<file path="config.mk">
export PLATFORM = sky130hd
export DESIGN_NAME = imm_gen_pipe_flat
export DESIGN_NICKNAME = d
export VERILOG_FILES = /design/src/rtl/imm_pkg.sv /design/src/rtl/imm_gen_pipe_if.sv /design/src/rtl/imm_fifo.sv /design/src/rtl/imm_gen_pipe.sv /design/src/flat_wrapper.sv
export SDC_FILE = /design/constraint.sdc
export NUM_CORES = 1
export LEC_CHECK = 0
export ABC_AREA = 1
export BUFFER_PORTS_ARGS = -buffer_cell sky130_fd_sc_hd__buf_4
export CORE_MARGIN = 1
export CORE_UTILIZATION = 58
export DETAILED_ROUTE_END_ITERATION = 16
export GPL_TIMING_DRIVEN = 0
export MAX_ROUTING_LAYER = met4
export PLACE_DENSITY = 0.78
export SLEW_MARGIN = 25
export SYNTH_ARGS = -nofsm -noshare
export SYNTH_HDL_FRONTEND = slang
export SYNTH_SLANG_ARGS = --single-unit
</file>
<file path="constraint.sdc">
create_clock -name clk -period 4.2 [get_ports clk]
set_clock_uncertainty 0.2 [all_clocks]
set_input_delay 0.84 -clock clk [delete_from_list [all_inputs] [get_ports clk]]
set_output_delay 0.84 -clock clk [all_outputs]
set_load 0.005 [all_outputs]
</file>
<file path="src/rtl/imm_pkg.sv">
// Shared types for the pipelined immediate generator: format codes, opcodes and the FIFO entry.
package imm_pkg;

  localparam int unsigned IMM_W   = 64;
  localparam int unsigned INSTR_W = 32;

  typedef enum logic [2:0] {
    FMT_NONE = 3'd0,
    FMT_I    = 3'd1,
    FMT_S    = 3'd2,
    FMT_B    = 3'd3,
    FMT_U    = 3'd4,
    FMT_J    = 3'd5,
    FMT_SH   = 3'd6,
    FMT_Z    = 3'd7
  } imm_fmt_e;

  localparam logic [6:0] OP_IMM = 7'h13;
  localparam logic [6:0] LOAD   = 7'h03;
  localparam logic [6:0] JALR   = 7'h67;
  localparam logic [6:0] STORE  = 7'h23;
  localparam logic [6:0] BRANCH = 7'h63;
  localparam logic [6:0] LUI    = 7'h37;
  localparam logic [6:0] AUIPC  = 7'h17;
  localparam logic [6:0] JAL    = 7'h6F;
  localparam logic [6:0] SYSTEM = 7'h73;

  // Immediate is held at the widest XLEN; narrower builds drop the upper half at the output.
  typedef struct packed {
    logic [IMM_W-1:0] imm;
    imm_fmt_e         fmt;
    logic             pc_rel;
  } imm_entry_t;

  function automatic logic [IMM_W-1:0] sext32(input logic [INSTR_W-1:0] v);
    return {{(IMM_W-INSTR_W){v[INSTR_W-1]}}, v};
  endfunction

endpackage

</file>
<file path="src/rtl/imm_gen_pipe_if.sv">
// Instruction-in / immediate-out handshake bundle of imm_gen_pipe.
interface imm_gen_pipe_if #(
  parameter int unsigned XLEN  = 32,
  parameter int unsigned DEPTH = 2
);
  import imm_pkg::*;

  localparam int unsigned CW = $clog2(DEPTH) + 1;

  logic            in_valid_i;
  logic            in_ready_o;
  logic [31:0]     instr_i;
  logic            out_valid_o;
  logic            out_ready_i;
  logic [XLEN-1:0] imm_o;
  imm_fmt_e        fmt_o;
  logic            pc_rel_o;
  logic [CW-1:0]   count_o;

  modport master (
    output in_valid_i, instr_i, out_ready_i,
    input  in_ready_o, out_valid_o, imm_o, fmt_o, pc_rel_o, count_o
  );

  modport slave (
    input  in_valid_i, instr_i, out_ready_i,
    output in_ready_o, out_valid_o, imm_o, fmt_o, pc_rel_o, count_o
  );
endinterface

</file>
<file path="src/rtl/imm_fifo.sv">
// DEPTH-entry FIFO of imm_entry_t with a registered head, occupancy count and synchronous flush.
module imm_fifo
  import imm_pkg::*;
#(
  parameter int unsigned DEPTH = 2
) (
  input  logic                   clk,
  input  logic                   reset,
  input  logic                   flush,
  input  logic                   push,
  input  logic                   pop,
  input  imm_entry_t             wdata,
  output imm_entry_t             head,
  output logic                   valid,
  output logic [$clog2(DEPTH):0] count
);
  localparam int unsigned PW = $clog2(DEPTH);
  localparam int unsigned CW = $clog2(DEPTH) + 1;

  imm_entry_t          mem [DEPTH];
  logic [PW-1:0]       rd_ptr_q, rd_ptr_d, wr_ptr_q, wr_ptr_d;
  logic [CW-1:0]       count_q, count_d, count_rem;
  imm_entry_t          head_q, head_d;
  logic                valid_q, valid_d;

  // Head register is loaded with whatever entry will sit at the read pointer next cycle;
  // it keeps its old value when the FIFO goes empty.
  always_comb begin
    count_rem = count_q - CW'(pop);
    rd_ptr_d  = rd_ptr_q + PW'(pop);
    wr_ptr_d  = wr_ptr_q + PW'(push);
    count_d   = count_rem + CW'(push);
    head_d    = head_q;
    valid_d   = (count_d != '0);
    if (flush) begin
      rd_ptr_d = '0;
      wr_ptr_d = '0;
      count_d  = '0;
      valid_d  = 1'b0;
    end else if (count_d != '0) begin
      head_d = (count_rem == '0) ? wdata : mem[rd_ptr_d];
    end
  end

  always_ff @(posedge clk or negedge reset) begin
    if (!reset) begin
      rd_ptr_q <= '0;
      wr_ptr_q <= '0;
      count_q  <= '0;
      head_q   <= '0;
      valid_q  <= 1'b0;
    end else begin
      rd_ptr_q <= rd_ptr_d;
      wr_ptr_q <= wr_ptr_d;
      count_q  <= count_d;
      head_q   <= head_d;
      valid_q  <= valid_d;
    end
  end

  always_ff @(posedge clk) begin
    if (push && !flush) mem[wr_ptr_q] <= wdata;
  end

  assign head  = head_q;
  assign valid = valid_q;
  assign count = count_q;

endmodule

</file>
<file path="src/rtl/imm_gen_pipe.sv">
// RV32I/RV64I immediate decoder feeding a DEPTH-entry output FIFO with valid/ready on both sides.
// Optional build macro IMM_CSR_ZIMM_EN adds the CSR zimm (fmt Z) decode.
module imm_gen_pipe
  import imm_pkg::*;
#(
  parameter int unsigned XLEN  = 32,
  parameter int unsigned DEPTH = 2
) (
  input  logic         clk,
  input  logic         reset,
  input  logic         flush_i,
  imm_gen_pipe_if.slave bus
);
  localparam int unsigned CW = $clog2(DEPTH) + 1;

  logic [31:0]   instr;
  logic [2:0]    f3;
  imm_entry_t    dec;
  imm_entry_t    head;
  logic          push, pop, valid;
  logic [CW-1:0] count;

  assign instr = bus.instr_i;
  assign f3    = instr[14:12];

  // Combinational format decode and sign extension to the widest XLEN.
  always_comb begin
    dec.imm    = '0;
    dec.fmt    = FMT_NONE;
    dec.pc_rel = 1'b0;
    case (instr[6:0])
      OP_IMM: begin
        if (f3 == 3'b001 || f3 == 3'b101) begin
          dec.fmt = FMT_SH;
          dec.imm = (XLEN == 64) ? IMM_W'(instr[25:20]) : IMM_W'(instr[24:20]);
        end else begin
          dec.fmt = FMT_I;
          dec.imm = sext32({{20{instr[31]}}, instr[31:20]});
        end
      end
      LOAD, JALR: begin
        dec.fmt = FMT_I;
        dec.imm = sext32({{20{instr[31]}}, instr[31:20]});
      end
      STORE: begin
        dec.fmt = FMT_S;
        dec.imm = sext32({{20{instr[31]}}, instr[31:25], instr[11:7]});
      end
      BRANCH: begin
        dec.fmt    = FMT_B;
        dec.pc_rel = 1'b1;
        dec.imm    = sext32({{19{instr[31]}}, instr[31], instr[7], instr[30:25], instr[11:8], 1'b0});
      end
      LUI, AUIPC: begin
        dec.fmt    = FMT_U;
        dec.pc_rel = (instr[6:0] == AUIPC);
        dec.imm    = sext32({instr[31:12], 12'b0});
      end
      JAL: begin
        dec.fmt    = FMT_J;
        dec.pc_rel = 1'b1;
        dec.imm    = sext32({{11{instr[31]}}, instr[31], instr[19:12], instr[20], instr[30:21], 1'b0});
      end
`ifdef IMM_CSR_ZIMM_EN
      SYSTEM: begin
        if (f3[2]) begin
          dec.fmt = FMT_Z;
          dec.imm = IMM_W'(instr[19:15]);
        end
      end
`else
      SYSTEM: dec.fmt = FMT_NONE;
`endif
      default: dec.fmt = FMT_NONE;
    endcase
  end

  // A full FIFO still accepts when the consumer drains the head in the same cycle.
  assign bus.in_ready_o = (count < CW'(DEPTH)) || bus.out_ready_i;
  assign push           = bus.in_valid_i && bus.in_ready_o;
  assign pop            = valid && bus.out_ready_i;

  imm_fifo #(.DEPTH(DEPTH)) u_fifo (
    .clk   (clk),
    .reset (reset),
    .flush (flush_i),
    .push  (push),
    .pop   (pop),
    .wdata (dec),
    .head  (head),
    .valid (valid),
    .count (count)
  );

  assign bus.out_valid_o = valid;
  assign bus.imm_o       = head.imm[XLEN-1:0];
  assign bus.fmt_o       = head.fmt;
  assign bus.pc_rel_o    = head.pc_rel;
  assign bus.count_o     = count;

  if (XLEN < IMM_W) begin : g_trim
    logic unused_hi;
    assign unused_hi = ^head.imm[IMM_W-1:XLEN];
  end

endmodule

</file>
<file path="src/flat_wrapper.sv">
// flat-port wrapper written by rule: the top's interface ports become plain ports
module imm_gen_pipe_flat import imm_pkg::*;
#(
  parameter int unsigned XLEN  = 32,
  parameter int unsigned DEPTH = 2
)
  (clk, reset, flush_i, bus_in_valid_i, bus_instr_i, bus_out_ready_i, bus_in_ready_o, bus_out_valid_o, bus_imm_o, bus_fmt_o, bus_pc_rel_o, bus_count_o);
  imm_gen_pipe_if #(.XLEN(XLEN), .DEPTH(DEPTH)) bus_i ();
  input  logic clk;
  input  logic reset;
  input  logic flush_i;
  input wire logic [$bits(bus_i.in_valid_i)-1:0] bus_in_valid_i;
  input wire logic [$bits(bus_i.instr_i)-1:0] bus_instr_i;
  input wire logic [$bits(bus_i.out_ready_i)-1:0] bus_out_ready_i;
  output wire logic [$bits(bus_i.in_ready_o)-1:0] bus_in_ready_o;
  output wire logic [$bits(bus_i.out_valid_o)-1:0] bus_out_valid_o;
  output wire logic [$bits(bus_i.imm_o)-1:0] bus_imm_o;
  output wire logic [$bits(bus_i.fmt_o)-1:0] bus_fmt_o;
  output wire logic [$bits(bus_i.pc_rel_o)-1:0] bus_pc_rel_o;
  output wire logic [$bits(bus_i.count_o)-1:0] bus_count_o;
  assign bus_i.in_valid_i = bus_in_valid_i;
  assign bus_i.instr_i = bus_instr_i;
  assign bus_i.out_ready_i = bus_out_ready_i;
  assign bus_in_ready_o = bus_i.in_ready_o;
  assign bus_out_valid_o = bus_i.out_valid_o;
  assign bus_imm_o = bus_i.imm_o;
  assign bus_fmt_o = bus_i.fmt_o;
  assign bus_pc_rel_o = bus_i.pc_rel_o;
  assign bus_count_o = bus_i.count_o;
  imm_gen_pipe #(.XLEN(XLEN), .DEPTH(DEPTH)) u_core (.clk(clk), .reset(reset), .flush_i(flush_i), .bus(bus_i));
endmodule
</file>
==> results of run 1 <==
worst max path at each step:
stage                                                start  slack (ps)                            endpoint
final                                      bus_out_ready_i        1670  u_core.u_fifo.head[35]$_DFFE_PN0P_
after global routing      u_core.u_fifo.count[1]$_DFF_PN0_        1550   u_core.u_fifo.head[9]$_DFFE_PN0P_
after CTS                                  bus_out_ready_i        1700   u_core.u_fifo.head[5]$_DFFE_PN0P_
after detailed placement                   bus_out_ready_i        1170   u_core.u_fifo.head[6]$_DFFE_PN0P_
after global placement                     bus_out_ready_i       -1600  u_core.u_fifo.mem[0][32]$_DFFE_PP_
after floorplan                            bus_out_ready_i          50   u_core.u_fifo.mem[0][0]$_DFFE_PP_
logic make-up after synthesis:
kind of cell / Yosys count / synth area share [%]
AOI/OAI and AO/OA: 42 / 3.93
buffers and inverters: 73 / 5.71
xor gates and xnor gates: 1 / 0.152
and+or+nand+nor: 478 / 34.4
adders and majority gates: 2 / 0.434
DFF: 113 / 55.3
layout by cell type (no fill, tap or decap), drive strengths merged:
cell and count:
a21oi 36, a31oi 1, buf 114, bufinv 2
clkbuf 26, clkinv 6, clkinvlp 2, dfrtp 41
edfxtp 72, ha 2, inv 36, nand2 288
nand3 77, nand4 23, nor2 88, nor3 1
o21ai 5, or2 1, xor2 1
critical path, cell delays in order:
cell and delay, ps:
buf_4 110, or2_2 300, nand2_1 100, inv_1 80
ha_1 290, nand2_1 90, inv_1 90, a31oi_4 290
buf_2 350, nor2_1 70, nand2_1 80, nand2_1 60
flip-flops by register name, summed over array words and instances (netlist names):
signal                  cells
u_core.u_fifo.count         2
u_core.u_fifo.rd_ptr_q      1
u_core.u_fifo.valid         1
u_core.u_fifo.mem          72
u_core.u_fifo.wr_ptr_q      1
u_core.u_fifo.head         36
through the flow:
stage,worst slack (ps),utilization [%],area [sq um],hold WS [ps]
after floorplan,48.7,-,5760,272
after global placement,-1600,67.1,6500,263
after detailed placement,1170,67.9,6580,267
after CTS,1700,73.7,7140,112
after global routing,1550,73.7,7140,144
final,1670,73.7,7140,106
final cells by class:
type                       instances  area (sq um)  area share, %
buffer                            37           194           2.72
clock buffer                      22           453           6.34
clock inverter                    10           113           1.58
inverter                          36           135           1.89
multi-input combinational        523          2260           31.6
sequential                       113          3190           44.6
tap                              133           166           2.33
timing repair buffer              81           636           8.90
power by group:
part	switching, mW	leakage, nW	internal [mW]
registers	0.101	1.20	1.41
logic	1.24	2.19	0.760
clock network	0.508	0.275	0.872
total	1.85	3.66	3.04
cell usage after synthesis:
cell type	n	share of area, %
a21oi_1	36	3.1
a31oi_4	1	0.37
buf_2	29	2.5
buf_4	3	0.39
buf_6	1	0.20
clkbuf_1	4	0.26
dfrtp_1	41	18
edfxtp_1	72	38
ha_1	2	0.43
inv_1	30	2.0
inv_2	6	0.39
nand2_1	282	18
nand2_2	6	0.65
nand3_1	77	6.7
nand4_1	23	2.5
nor2_1	83	5.4
nor2_2	4	0.43
nor2_4	1	0.20
nor3_1	1	0.087
o21ai_0	4	0.35
o21ai_1	1	0.087
or2_2	1	0.11
xor2_1	1	0.15
routing by layer:
metal | routed length [um] | vias up | track usage (%)
met5 | 0 | - | -
met4 | 459 | 0 | 15.6
met3 | 1610 | 46 | 7.04
met2 | 8010 | 344 | 55.0
met1 | 6200 | 2513 | 41.8
li1 | - | 2524 | -
==> impl_results.md, run 1 <==
- Antenna cells: 0
- PortBufs: 76
- Worst Tran Pin Value: 713 ps
- Longest Clk Path Bufs: 2
- IO Pins: 77
- Initial antenna violation count: 0
- Largest net degree at the start of global routing: 42
- CTS tree: yes
- Peak supply drop: 0.000324 V
- Hold WC Path Type: in -> async
- Seq cells post-synth: 113
- Crit start category: input port
- DRT antenna net count: 0
- Initial Utilization: 59.5%
- Post-CTS resize count: 0
- Synthesized instance count: 709
- Routed wire length: 16.3 mm
- Synthesized net count: 748
- Vias per inst: 5.68
- Number of global-route vias before repair: 5115
- Sequential cell area fraction in the yosys report: 55.3%
- Syn_area_per_cell: 8.13 sq um
- Number of max-cap violations: 0
- Die W: 102 um
- Crit path DAT: 2750 ps
- Post-synth cell types: 23
- Worst-path clk slew: 60 ps
- Mapped cell area: 5760 sq um
- Global-route wire length before repair: 25.1 mm
- Lkg Pwr: 3.66 nW
- Vias: 5427
- GPL Wtd Cong: 0.930
- FMAX: 395 MHz
- Post-route minimum period: 2530 ps
- CTS Buf Count: 17
- Relative max-transition margin: 52.2%
- Clock sink count: 113
- TritonRoute pass-1 iters: 6
- Hold_buf cts: 0
- Remaining DRCs: 0
- Fin. Hold Viols: 0
- Layout cells sized above 1: 20.0%
- Row cnt: 36
- Die area: 10300 sq um
- R2r worst-path depth: 12
- Warning count from the yosys run: 0
- CP required: 4420 ps
- Dpl cells: 923
- Reg-to-reg critical path endpoint: u_core.u_fifo.head[35]$_DFFE_PN0P_
- Clock Latency Late Sink: 530 ps
- Overflow after GRT: 0
- DRT iter0 DRCs: 518
- H-Tree Depth: 4
- GRT Overall Usage: 34.3%
- Critical path endpoint category: flip-flop
- Hpwl dp: 11.0 mm
- Fillers: 718
- Number of setup buffers added after CTS: 0
- R2R Setup Slk: 1690 ps
- Crit path kind: in -> reg
- # setup viols final: 0
- Core area: 9680 sq um
- Die Y: 102 um
- Max Slew Vio Count: 0
- Final nets: 848
- Wirelength per Cell: 17.0 um
- Fin Setup TNS: 0 ps
- RSZ-0062 raised after global routing: false
- Pwr Density: 684 nW/um^2
- Status: completed
- Worst r2r src: u_core.u_fifo.count[1]$_DFF_PN0_
- Final period utilization: 60.3%
- Layout Cells excl Fill: 955
- P&R area growth vs syn: 24.0%
- Overall power: 4.89 mW
- Crit Path Max Fanout: 10
- Root buffer cell: clkbuf_8
(Power assumes the default switching activity.)
==> inputs of run 2 (changes only) <==
- ABC_AREA: 1 -> 0
- CORE_UTILIZATION: 58 -> 57
- clock period: 4.2 -> 2.4 ns (I/O delays scaled with it)
==> run 2 against run 1 <==
Against the previous run: final cell count fell by 31%; sequential power rose by 75%; power rose by 76%; largest cell class unchanged; final area fell by 6.0%; global-route usage down 2.9 points; flip-flop and latch count unchanged; core utilization up 3.2 points; combinational power is 78% higher; highest routed layer unchanged.
==> impl_results.md, run 2 <==
- Status: completed
- Synthesized instance count: 438 (-38%)
- GRT Overall Usage: 31.4% (-2.9 points)
- Critical path origin: u_core.u_fifo.count[1]$_DFF_PN0_
- Final Instance Area: 6710 sq um (-6.0%)
- Worst-path clk slew: 60 ps (about the same)
- Core area: 8720 sq um (-9.9%)
- Wirelength per Cell: 20.6 um (+21%)
- Initial antenna violation count: 0 (unchanged)
- Layout cells sized above 1: 31.4% (+11 points)
- Fraction of power spent switching nets: 35.6% (-2.2 points)
- Ys async rst share: 36.3% (unchanged)
- GPL Wtd Cong: 0.856 (-8.0%)
- Crit path kind: reg -> reg
- Hold depth: 2
- Crit path DAT: 2520 ps (-230 ps)
- Row cnt: 34 (-5.6%)
- Fin. Hold Viols: 0 (unchanged)
- Crit Path Max Fanout: 8 (-2)
- Pwr Density: 1280 nW/um^2 (+87%)
- CTS tree: yes
- Overflow after GRT: 0 (unchanged)
- Antenna cells: 0 (unchanged)
- Remaining DRCs: 0 (unchanged)
- Commonest cells after routing, fill and taps aside: nand2_1 (83), buf_4 (81), edfxtp_1 (72)
- Number of max-cap violations: 0 (unchanged)
- Vias: 4088 (-25%)
- Post-synth EDFFs: 72 (unchanged)
- Sequential cell area fraction in the yosys report: 61.9% (+6.6 points)
- Final nets: 580 (-32%)
- Seq cells post-synth: 113 (unchanged)
- Peak supply drop: 0.000597 V (+84%)
- Lkg Pwr: 2.98 nW (-19%)
- Synthesized net count: 477 (-36%)
- DRT antenna net count: 0 (unchanged)
- Synth top cells by count: nand2_1 (84), edfxtp_1 (72), a21oi_1 (55)
- Largest net degree at the start of global routing: 42 (unchanged)
- R2R Setup Slk: 80 ps (-1610 ps)
- Post-synth cell types: 48 (+110%)
- WHS Endpoint: u_core.u_fifo.count[1]$_DFF_PN0_
- DP Area: 5980 sq um (-9.0%)
- Initial Utilization: 59.0% (-0.47 points)
- Top_reg_cell synth: edfxtp_1
- TritonRoute pass-1 iters: 5 (-1)
- Finished Core Util: 76.9% (+3.2 points)
- Combinational share of power: 41.5% (+0.6 points)
- FMAX: 431 MHz
- Max reg flops: 72 (unchanged)
- Number of global-route vias before repair: 4144 (-19%)
- Post-route minimum period: 2320 ps
- Hold path startpoint: flush_i
- H-Tree Depth: 4 (unchanged)
- DRT iter0 DRCs: 410 (-21%)
- CTS Buf Count: 17 (unchanged)
- Die W: 97.0 um (-4.6%)
- Clock Latency Late Sink: 510 ps (-20 ps)
- Critical path endpoint category: flip-flop
- Max Slew Vio Count: 0 (unchanged)
- Vias per inst: 6.18 (+8.7%)
- Synth area leader: edfxtp_1
- Hold WC Path Type: in -> reg
- Top post-synthesis cells by area: edfxtp_1 (42%), dfrtp_1 (20%), nand2_1 (6.1%)
- CP required: 2600 ps (-1820 ps)
- PortBufs: 74 (-2.6%)
- Fillers: 558 (-22%)
- Routed wire length: 13.7 mm (-16%)
- Relative max-transition margin: 41.0% (-11 points)
- Synth top area share: 42.0% (+4.5 points)
- Die Y: 97.0 um (-4.6%)
- Most common cell after layout, fill and taps aside: nand2_1
- Warning count from the yosys run: 0 (unchanged)
- Global-route wire length before repair: 21.6 mm (-14%)
- Most frequent cell after synthesis: nand2_1
- # setup viols final: 0 (unchanged)
- Layout Cells excl Fill: 662 (-31%)
- Int Pwr: 5.53 mW (+82%)
- Clk pwr share: 27.6% (-0.6 points)
- Die area: 9410 sq um (-8.9%)
- Flop pwr share: 30.9% (about the same)
- Top reg by flops: u_core.u_fifo.mem
- Root buffer cell: clkbuf_8
- Dpl cells: 625 (-32%)
- IO Pins: 77 (unchanged)
- Longest Clk Path Bufs: 2 (unchanged)
- Final period utilization: 96.7%
- Clock sink count: 113 (unchanged)
- Worst Tran Pin Value: 885 ps (+172 ps)
- P&R area growth vs syn: 30.4%
- R2r worst-path depth: 9 (-3)
- Reg-to-reg critical path endpoint: u_core.u_fifo.head[16]$_DFFE_PN0P_
- Crit start category: flip-flop
- Mapped cell area: 5150 sq um (-11%)
- Hpwl dp: 8.84 mm (-20%)
- Worst r2r src: u_core.u_fifo.count[1]$_DFF_PN0_
- Syn_area_per_cell: 11.8 sq um (+45%)
- Net Sw Power: 3.06 mW (+66%)
-- run 2: cell count changes in the layout (fill, tap and decap cells not counted), sizes merged, moves of 10 or more --
cell / change
nand2: -204
nor2: -82
nand3: -68
inv: -29
nand4: -22
a21o: +19
a21oi: +19
o31ai: +18
buf: -13
nor3: +11
and2: +10
-- run 2: worst max-delay path, stage by stage (launching register included) --
cell and delay, ps:
dfrtp_1 460, nand2b_1 120, nand2_2 170, inv_1 100, ha_4 190, xnor2_4 130
o21bai_4 310, buf_6 190, nor3_1 60, a211o_1 270
-- run 2: power groups by stage --
stage | Clock [mW] | Sequential, mW | Combinational (mW)
global placement | 0 | 2.67 | 3.06
detailed placement | 0 | 2.69 | 3.16
global route | 2.48 | 2.69 | 3.82
finish | 2.37 | 2.65 | 3.57
CTS | 2.38 | 2.66 | 3.41
floorplan | 0 | 2.67 | 2.01
-- run 2: cell families (layout without fill, tap and decap cells) --
logic type | after synthesis | in the layout | share of synthesized area (%)
and+or+nand+nor | 142 | 142 | 13.2
AOI/OAI and AO/OA | 131 | 131 | 17.9
DFF | 113 | 113 | 61.9
buffers and inverters | 34 | 150 | 3.11
muxes | 10 | 10 | 1.97
xor gates and xnor gates | 6 | 6 | 1.39
adders and majority gates | 2 | 2 | 0.486
-- run 2: timing repair --
item                                    CTS  global route
endpoints found under the hold margin    41             0
pin swaps                                 5            11
hold buffers                              1             0
cloned                                    2             1
resized for setup                        21            19
setup buffers                             1             2
endpoints found under the setup margin   36            36
-- run 2: worst max-delay path by stage --
| stage | end | slack [ps] | cells after the start |
|---|---|---|---|
| final | u_core.u_fifo.head[16]$_DFFE_PN0P_ | 80 | 9 |
| after global routing | u_core.u_fifo.head[0]$_DFFE_PN0P_ | -20 | 9 |
| after CTS | u_core.u_fifo.head[35]$_DFFE_PN0P_ | 6 | 9 |
| after detailed placement | u_core.u_fifo.head[19]$_DFFE_PN0P_ | -580 | 11 |
| after global placement | u_core.u_fifo.mem[1][34]$_DFFE_PP_ | -670 | 4 |
| after floorplan | u_core.u_fifo.head[20]$_DFFE_PN0P_ | -20 | 10 |
-- run 2: through the flow --
| stage | power, mW | hold WS [ps] | TNS, ps | worst slack [ps] |
|---|---|---|---|---|
| 2_1_floorplan | 4.68 | -15.6 | -470 | -23.4 |
| 3_3_place_gp | 5.73 | 265 | -60070 | -669 |
| 3_5_place_dp | 5.85 | 275 | -20940 | -581 |
| 4_1_cts | 8.44 | 7.50 | 0 | 5.58 |
| 5_1_grt | 8.99 | 20.6 | -33.7 | -15.9 |
| 6_report | 8.59 | 24.7 | 0 | 78.1 |
-- run 2: layout make-up --
cell class	instances	area, sq um	area share (%)
plain buffers	27	181	2.70
clock buffers	19	422	6.28
clock inverters	13	138	2.05
inverters	5	18.8	0.280
multi-input cells	291	1940	28.9
flip-flops and latches	113	3190	47.5
well taps	108	135	2.01
repair buffers	86	686	10.2
-- run 2: layer usage --
metal,wire length [um],share of wire (%),global-route usage [%]
met1,5470,40,40.5
met2,6830,50,49.0
met3,1090,8.0,6.29
met4,274,2.0,12.9
met5,0,0,-
==> inputs of run 3 (changes only) <==
- CORE_UTILIZATION: 57 -> 61
- PLACE_DENSITY: 0.78 -> 0.83
- clock period: 2.4 -> 2.94 ns (I/O delays scaled with it)
==> run 3 against run 2 <==
Against the previous run: sequential power fell by 18%; critical path depth stayed put; first-iteration DRC count decreased by 9.3%; maximum frequency shrank 19%; critical path type unchanged; flip-flop and latch count unchanged.
==> impl_results.md, run 3 (synthesized netlist as in run 2, its figures left out) <==
- Status: completed
- DRT antenna net count: 0 (unchanged)
- Vias: 4095 (+0.17%)
- CTS tree: yes
- Slowest cell on the critical path: clkbuf_1
- Area of the multi-input gates: 1830 sq um (-5.6%)
- Number of setup buffers added after CTS: 0 (-1)
- Finished Core Util: 79.5% (+2.6 points)
- Lkg Pwr: 2.91 nW (-2.4%)
- Crit-path cells: and2_1 > buf_2 > ha_1 > inv_1 > ha_1 > xnor2_1 > o21bai_2 > clkbuf_1 > o31ai_1
- Clock Latency Late Sink: 510 ps (about the same)
- GRT Overall Usage: 35.2% (+3.8 points)
- Number of global-route vias before repair: 4207 (+1.5%)
- Critical path endpoint category: flip-flop
- Wirelength per Cell: 21.1 um (+2.0%)
- # setup viols final: 0 (unchanged)
- Hpwl dp: 8.79 mm (-0.57%)
- Antenna cells: 0 (unchanged)
- Max reg flops: 72 (unchanged)
- Largest net degree at the start of global routing: 42 (unchanged)
- Final nets: 576 (-0.69%)
- Worst-path clk slew: 60 ps (about the same)
- GPL Wtd Cong: 0.895 (+4.6%)
- Die area: 8810 sq um (-6.4%)
- Core area: 8180 sq um (-6.3%)
- Root buffer cell: clkbuf_8
- Overall power: 6.75 mW (-22%)
- Initial Utilization: 63.0% (+3.9 points)
- Crit Path Max Fanout: 10 (+2)
- Vias per inst: 6.25 (+1.2%)
- Worst Tran Pin Value: 839 ps (-46.0 ps)
- Layout Cells excl Fill: 655 (-1.1%)
- Remaining DRCs: 0 (unchanged)
- P&R area growth vs syn: 26.3%
- Hold WC Path Type: in -> reg
- DRT iter0 DRCs: 372 (-9.3%)
- Final Worst Setup Slack: 72.9 ps (-5.17 ps)
- Global-route wire length before repair: 21.8 mm (+0.99%)
- Max Slew Vio Count: 0 (unchanged)
- Crit start category: flip-flop
- Layout cells sized above 1: 27.3% (-4.1 points)
- Dpl cells: 622 (-0.48%)
- Crit path DAT: 3030 ps (+510 ps)
- Longest Clk Path Bufs: 2 (unchanged)
- Overflow after GRT: 0 (unchanged)
- Crit-path max cell delay: 570 ps (+110 ps)
- Final period utilization: 97.5% (+0.77 points)
- Worst hold margin: 115 ps (+89.9 ps)
- Commonest cells after routing, fill and taps aside: nand2_1 (84), buf_4 (76), edfxtp_1 (72)
- Fin Setup TNS: 0 ps (unchanged)
- Peak supply drop: 0.000595 V (-0.21%)
- Number of max-cap violations: 0 (unchanged)
- Relative max-transition margin: 43.9% (+2.9 points)
- CP required: 3100 ps (+500 ps)
- Top reg by flops: u_core.u_fifo.mem
- Routed wire length: 13.8 mm (+0.91%)
- H-Tree Depth: 4 (unchanged)
- Final Instance Area: 6500 sq um (-3.1%)
- Fillers: 509 (-8.8%)
- CTS Buf Count: 17 (unchanged)
- Most common cell after layout, fill and taps aside: nand2_1
- IO Pins: 77 (unchanged)
- FMAX: 349 MHz (-19%)
- Row cnt: 33 (-2.9%)
- Post-route minimum period: 2870 ps (+545 ps)
- Clock sink count: 113 (unchanged)
- Sequential Area: 3190 sq um (unchanged)
- Pwr Density: 1040 nW/um^2 (-19%)
- RSZ-0062 raised after global routing: true
- Die Y: 93.9 um (-3.3%)
- Die W: 93.9 um (-3.3%)
- TritonRoute pass-1 iters: 6 (+1)
- Initial antenna violation count: 0 (unchanged)
- Worst slack at placement: -258 ps (+322 ps)
- Crit path kind: reg -> reg
- Most used cell, CP: ha_1
- PortBufs: 74 (unchanged)
- DP Area: 5910 sq um (-1.2%)
- Fin. Hold Viols: 0 (unchanged)
[run 3: final cells by class]
type                            count  share of cell area, %
Multi-Input combinational cell    291                   28.2
Timing Repair Buffer               80                   9.57
Sequential cell                   113                   49.0
Tap cell                          105                   2.02
Clock inverter                     14                   2.19
Inverter                            5                  0.289
Clock buffer                       18                   6.43
Buffer                             29                   2.27
[run 3: power breakdown]
group | internal, mW | total [mW] | switching (mW)
combinational | 1.10 | 2.64 | 1.54
sequential | 2.00 | 2.17 | 0.161
clock | 1.20 | 1.94 | 0.739
[run 3: path summary, 6_finish.rpt]
kind,cells after the start,to,slack [ps],start
worst max-delay path,9,u_core.u_fifo.head[12]$_DFFE_PN0P_,70,u_core.u_fifo.valid$_DFF_PN0_
worst min-delay path,2,u_core.u_fifo.count[0]$_DFF_PN0_,110,flush_i
worst max register to register,9,u_core.u_fifo.head[12]$_DFFE_PN0P_,70,u_core.u_fifo.valid$_DFF_PN0_
worst min register to register,1,u_core.u_fifo.head[16]$_DFFE_PN0P_,290,u_core.u_fifo.head[16]$_DFFE_PN0P_
max in group asynchronous,2,u_core.u_fifo.head[23]$_DFFE_PN0P_,1740,reset
min in group asynchronous,2,u_core.u_fifo.count[0]$_DFF_PN0_,410,reset
[run 3: per-layer routing]
metal	GRT usage [%]	vias to the layer above	share of wire (%)
met5	-	-	0
li1	-	1819	-
met3	7.04	29	7.7
met1	44.4	2025	39
met4	15.4	0	2.0
met2	55.6	222	51
[run 3: worst max-delay path, delay by kind of cell, from the launching register on]
family / cells / cell delay, ps
flip-flops: 1 / 370
adder cells (fa/ha/maj): 2 / 520
buffers and inverters: 3 / 800
AO/OA/AOI/OAI: 2 / 510
AND/OR/NAND/NOR: 1 / 150
XOR/XNOR: 1 / 150
[run 3: repair_timing]
| action | 4_1_cts | 5_1_grt |
|---|---|---|
| hold endpoints to repair | 41 | 0 |
| endpoints found under the setup margin | 8 | 22 |
| resized for setup | 1 | 7 |
| hold buffers | 1 | 0 |
